$ cat config.mk
export PLATFORM = sky130hd
export DESIGN_NAME = dip_led_sequencer_flat
export DESIGN_NICKNAME = d
export VERILOG_FILES = /design/src/rtl/dip_led_sequencer_if.sv /design/src/rtl/dip_led_sequencer.sv /design/src/flat_wrapper.sv
export SDC_FILE = /design/constraint.sdc
export NUM_CORES = 1
export LEC_CHECK = 0
export CAP_MARGIN = 20
export CORE_UTILIZATION = 40
export DETAILED_ROUTE_END_ITERATION = 16
export DONT_BUFFER_PORTS = 1
export HOLD_SLACK_MARGIN = 0.08
export SLEW_MARGIN = 30
export SYNTH_ARGS = -nofsm -noshare
export SYNTH_HDL_FRONTEND = slang
export SYNTH_SLANG_ARGS = --single-unit
$ cat constraint.sdc
create_clock -name clk -period 7.3 [get_ports clk]
set_clock_uncertainty 0.1 [all_clocks]
set_input_delay 1.095 -clock clk [delete_from_list [all_inputs] [get_ports clk]]
set_output_delay 1.095 -clock clk [all_outputs]
set_load 0.02 [all_outputs]
$ cat src/rtl/dip_led_sequencer_if.sv
// Switch/LED bundle between the board top level and the DIP-to-LED sequencer.
// The slave side is the sequencer: it reads the raw switches and drives the
// LEDs plus the debounced switch view.
interface dip_led_sequencer_if;
    logic [4:1] ckey;        // raw DIP switches, 0 = on, asynchronous to clk
    logic [4:1] LED;         // LED drive, 0 = lit
    logic [4:1] sw_db;       // debounced switch levels, same polarity as ckey
    logic       sw_changed;  // one-cycle pulse when sw_db updates

    modport master (
        output ckey,
        input  LED,
        input  sw_db,
        input  sw_changed
    );

    modport slave (
        input  ckey,
        output LED,
        output sw_db,
        output sw_changed
    );
endinterface

$ cat src/rtl/dip_led_sequencer.sv
// DIP switch to LED sequencer: synchronises and debounces the four switches,
// decodes them into a display mode and a step speed, and drives the LEDs as a
// direct mirror, a left chase, a right chase or an all-on/all-off blink.
module dip_led_sequencer #(
    parameter int DEBOUNCE_CYCLES = 1000000,
    parameter int STEP_CYCLES     = 12500000
) (
    input  logic                 clk,
    input  logic                 rst,
    dip_led_sequencer_if.slave   io
);

    localparam int                DB_W      = $clog2(DEBOUNCE_CYCLES);
    localparam logic [DB_W-1:0]   DB_MAX    = DB_W'(DEBOUNCE_CYCLES - 1);
    // Slowest speed is 8x the base period, so the counter must reach 8*STEP-1.
    localparam int                STEP_W    = $clog2(STEP_CYCLES * 8);
    localparam logic [STEP_W-1:0] STEP_BASE = STEP_W'(STEP_CYCLES);

    typedef enum logic [1:0] {
        ST_DIRECT  = 2'd0,
        ST_CHASE_L = 2'd1,
        ST_CHASE_R = 2'd2,
        ST_BLINK   = 2'd3
    } state_t;

    logic [4:1]        sync1_q, sync2_q;
    logic [4:1]        db_q, db_d;
    logic              chg_q, chg_d;
    logic [DB_W-1:0]   dcnt_q [1:4];
    logic [DB_W-1:0]   dcnt_d [1:4];

    state_t            state_q, state_d;
    logic [1:0]        speed_q, speed_d;
    logic [STEP_W-1:0] step_q, step_d;
    logic [1:0]        pos_q, pos_d;      // lit LED index, 0 = LED1 .. 3 = LED4
    logic              phase_q, phase_d;  // 1 = blink phase with all LEDs lit
    logic [4:1]        led_q, led_d;

    logic [4:1]        sw_on_s;
    state_t            mode_s;
    logic [1:0]        speed_s;
    logic [STEP_W-1:0] period_m1_s;
    logic              restart_s;
    logic              tick_s;

    assign sw_on_s     = ~db_q;
    assign mode_s      = state_t'(sw_on_s[2:1]);
    assign speed_s     = sw_on_s[4:3];
    assign period_m1_s = (STEP_BASE << speed_q) - STEP_W'(1);

    assign io.LED        = led_q;
    assign io.sw_db      = db_q;
    assign io.sw_changed = chg_q;

    // Two-flop synchroniser for the asynchronous switch inputs.
    always_ff @(posedge clk or posedge rst) begin
        if (rst) begin
            sync1_q <= 4'b1111;
            sync2_q <= 4'b1111;
        end else begin
            sync1_q <= io.ckey;
            sync2_q <= sync1_q;
        end
    end

    // Per-bit debounce: accept a level only after DEBOUNCE_CYCLES consecutive differing samples.
    always_comb begin
        db_d  = db_q;
        chg_d = 1'b0;
        for (int i = 1; i <= 4; i++) begin
            dcnt_d[i] = {DB_W{1'b0}};
            if (sync2_q[i] != db_q[i]) begin
                if (dcnt_q[i] == DB_MAX) begin
                    db_d[i] = sync2_q[i];
                    chg_d   = 1'b1;
                end else begin
                    dcnt_d[i] = dcnt_q[i] + DB_W'(1);
                end
            end else begin
                dcnt_d[i] = {DB_W{1'b0}};
            end
        end
    end

    // Debounce state, debounced levels and the change pulse.
    always_ff @(posedge clk or posedge rst) begin
        if (rst) begin
            db_q  <= 4'b1111;
            chg_q <= 1'b0;
            for (int i = 1; i <= 4; i++) begin
                dcnt_q[i] <= {DB_W{1'b0}};
            end
        end else begin
            db_q  <= db_d;
            chg_q <= chg_d;
            for (int i = 1; i <= 4; i++) begin
                dcnt_q[i] <= dcnt_d[i];
            end
        end
    end

    // Mode/speed tracking, step timer and pattern position; a restart outranks a tick.
    always_comb begin
        state_d   = mode_s;
        speed_d   = speed_s;
        step_d    = step_q;
        pos_d     = pos_q;
        phase_d   = phase_q;
        tick_s    = 1'b0;
        restart_s = (mode_s != state_q) || (speed_s != speed_q);
        if (restart_s) begin
            step_d  = {STEP_W{1'b0}};
            pos_d   = (mode_s == ST_CHASE_R) ? 2'd3 : 2'd0;
            phase_d = 1'b1;
        end else begin
            case (state_q)
                ST_CHASE_L, ST_CHASE_R, ST_BLINK: begin
                    if (step_q == period_m1_s) begin
                        step_d = {STEP_W{1'b0}};
                        tick_s = 1'b1;
                    end else begin
                        step_d = step_q + STEP_W'(1);
                    end
                end
                default: step_d = {STEP_W{1'b0}};
            endcase
            if (tick_s) begin
                case (state_q)
                    ST_CHASE_L: pos_d   = pos_q + 2'd1;
                    ST_CHASE_R: pos_d   = pos_q - 2'd1;
                    ST_BLINK:   phase_d = ~phase_q;
                    default:    pos_d   = pos_q;
                endcase
            end else begin
                pos_d = pos_q;
            end
        end
    end

    // LED pattern for the current state, registered on the next edge.
    always_comb begin
        led_d = 4'b1111;
        case (state_q)
            ST_DIRECT:  led_d = db_q;
            ST_CHASE_L: led_d = ~(4'b0001 << pos_q);
            ST_CHASE_R: led_d = ~(4'b0001 << pos_q);
            ST_BLINK:   led_d = phase_q ? 4'b0000 : 4'b1111;
            default:    led_d = 4'b1111;
        endcase
    end

    // Sequencer state register and registered LED drive.
    always_ff @(posedge clk or posedge rst) begin
        if (rst) begin
            state_q <= ST_DIRECT;
            speed_q <= 2'd0;
            step_q  <= {STEP_W{1'b0}};
            pos_q   <= 2'd0;
            phase_q <= 1'b1;
            led_q   <= 4'b1111;
        end else begin
            state_q <= state_d;
            speed_q <= speed_d;
            step_q  <= step_d;
            pos_q   <= pos_d;
            phase_q <= phase_d;
            led_q   <= led_d;
        end
    end

endmodule

$ cat src/flat_wrapper.sv
// flat-port wrapper written by rule: the top's interface ports become plain ports
module dip_led_sequencer_flat 
#(
    parameter int DEBOUNCE_CYCLES = 1000000,
    parameter int STEP_CYCLES     = 12500000
)
  (clk, rst, io_ckey, io_LED, io_sw_db, io_sw_changed);
  dip_led_sequencer_if io_i ();
  input  logic clk;
  input  logic rst;
  input wire logic [$bits(io_i.ckey)-1:0] io_ckey;
  output wire logic [$bits(io_i.LED)-1:0] io_LED;
  output wire logic [$bits(io_i.sw_db)-1:0] io_sw_db;
  output wire logic [$bits(io_i.sw_changed)-1:0] io_sw_changed;
  assign io_i.ckey = io_ckey;
  assign io_LED = io_i.LED;
  assign io_sw_db = io_i.sw_db;
  assign io_sw_changed = io_i.sw_changed;
  dip_led_sequencer #(.DEBOUNCE_CYCLES(DEBOUNCE_CYCLES), .STEP_CYCLES(STEP_CYCLES)) u_core (.clk(clk), .rst(rst), .io(io_i));
endmodule
==> impl_results.md <==
* Status: finished, final reports clean
* Initial antenna violation count at 0
* Ys Warns at 0
* Critical path type: reg -> reg
* Final GP Congestion at between 0.7 and 0.8
* Post-CTS Resized at 0
* Hpwl dp at slightly above 8000 um
* Count leader, synth: dfrtp_1
* PD cells at approximately 240 mW/mm2
* Nets at 666
* CP Data Required Time at 7490 ps
* Max_cap viols at 0
* Worst Setup End Kind: flip-flop
* Clk_lat worst skew at 420 ps
* Asr flop ratio synth at 1.000
* TritonCTS Buffers at 17
* Syn avg cell area at approximately 10 um2
* Period utilization at 0.4059
* DR iter-0 viols at 184
* Final slew viol count at 0
* Yosys reg bits at approximately 130
* Die area at ~0.017 mm2
* Vias in the first global route at 4,470
* Drt drc at 0
* Nature of the critical path startpoint: flip-flop
* Synth Instances at 645
* Die W at 130.6 um
* Final core occ at 0.4674
* Post-synth EDFFs at 0
* Post-synth top area share at 0.4312
* Slew @ Worst Pin at approximately 830 ps
* FP Rows at 46
* Root Driver: clkbuf_16
* Commonest cells post-synth: dfrtp_1, nor2_1, xor2_1
* CTS Buffer Depth at 2
* Sequential fraction of the synthesis area at 0.4987
* Setup bufs post-CTS at 0
* Ant diodes at 0
* Worst-path fanout max at 17
* Wirelength per Cell at 13.82 um
* Placed cell area at 0.006788 mm2
* Die height at 130.6 um
* CTS tree: done
* I/O Buffers at 0
* Prevailing post-synth register cell: dfrtp_1
* TritonCTS Sinks at 131
* GRT overflow at 0
* Hold WS at 256.8 ps
* Synthesized area at ~0.0066 mm2
* F_max at 337.5 MHz
* Largest net degree at the start of global routing at 68
* Final setup violation count at 0
* Post-route cell area at around 0.0075 mm2
* CTS Hold Bufs at 0
* Hold Vio Cnt, Final at 0
* # H-tree levels at 4
* Pleak at 3.149 nW
* Tot GR Track Use at 0.1609
* Synth area leaders: dfrtp_1, xor2_1, dfstp_2
* Share of layout cells above drive strength 1 at 0.1308
* Net count after synthesis at 659
* DRT antenna net count at 0
* Leading area contributor after synthesis: dfrtp_1
* Layout area overhead at 13.03%
* Final wirelength at 12,180 um
* Setup_tns at 0 ps
* Rel. slew slack at 0.4466
* I/O Pins at 15
* Hold WC Path Type: reg -> reg
* Min cycle time layout at 2963 ps
* CTS clk-pin slew, worst paths at 60 ps
* Netlist cell types at 53
* Fillers at 1,524
* Core ar. at 0.01600 mm2
* Drt first pass iters at 4
* DR vias at 4,427
* Overall Power at around 1.8 mW
* First-pass GRT wire length at roughly 21,000 um
* Max VDD drop at 193.5 uV
* Unrepaired setup endpoints after global routing: false
* Via density at 5.025
* WP data arrival at 3150 ps
* Initial Util at 0.4135
## layer usage
layer | track usage | wire (um)
met1 | 0.2014 | 5734
met2 | 0.2624 | 5967
met3 | 0.04601 | 317
met4 | 0.06423 | 159
met5 | 0 | 0
## logic make-up after synthesis
kind of cell,synth area share
AO/OA/AOI/OAI,0.03858
buffers and inverters,0.03177
multiplexers,0.003215
adder cells (fa/ha/maj),0.01513
flip-flops,0.4987
XOR/XNOR,0.1416
AND/OR/NAND/NOR,0.2710
## path summary, 6_finish.rpt
kind / end / startpoint / cells past startpoint / slack (ps)
max: u_core.step_q[3] / u_core.speed_q[1] / 7 / 4340
min: u_core.sync2_q[1] / u_core.sync1_q[1] / 0 / 260
max reg2reg: u_core.step_q[3] / u_core.speed_q[1] / 7 / 4340
min reg2reg: u_core.sync2_q[1] / u_core.sync1_q[1] / 0 / 260
max in group asynchronous: u_core.step_q[2] / rst / 2 / 5170
min in group asynchronous: u_core.dcnt_q[41] / rst / 1 / 600
## layout by cell type (no fill, tap or decap), types with 13 or more instances in the layout
master / instances
nand2_1: 46
nand4_1: 13
xor2_1: 64
dfstp_2: 17
dfrtp_1: 114
clkbuf_16: 17
nand3_1: 51
and3_1: 19
nor2_4: 18
inv_1: 24
xnor2_1: 43
nor3_1: 13
nor2_1: 108
## where the power goes
| part | internal (mW) | total, mW | switching, mW |
|---|---|---|---|
| Combinational | 0.00665 | 0.0318 | 0.0251 |
| Clock | 0.669 | 0.985 | 0.316 |
| Sequential | 0.736 | 0.744 | 0.00728 |
| Total | 1.41 | 1.76 | 0.349 |
## critical path: stages, from the launching register on
cell and delay, ps:
dfrtp_1 640, or3b_1 430, o211ai_2 100, o2111ai_1 160, nor4_2 310, or3b_2 540, buf_4 440, nor2_1 100
## registers in the layout (all words and copies together), names as in the netlist
register	flops
u_core.dcnt_q	80
u_core.step_q	27
u_core.io.LED	4
u_core.io.sw_db	4
u_core.sync1_q	4
u_core.sync2_q	4
u_core.pos_q	2
u_core.speed_q	2
u_core.state_q	2
u_core.io.sw_changed	1
u_core.phase_q	1
## layout make-up
type	count	area (um2)	area share
Clock inverter	12	224.0	0.02995
Tap cell	216	270.3	0.03614
Timing Repair Buffer	2	15.01	0.002008
Sequential cell	131	3299	0.4412
Multi-Input combinational cell	475	3107	0.4154
Inverter	25	96.34	0.01288
Clock buffer	20	466.7	0.06241
## per-stage QoR
step                instances  setup WS, ps
finish                    881          4337
floorplan                 645          2635
global route              881          4100
detailed placement        849          4336
CTS                       881          4319
global placement          849          4410
No activity file was read; power rests on OpenSTA's default activity.
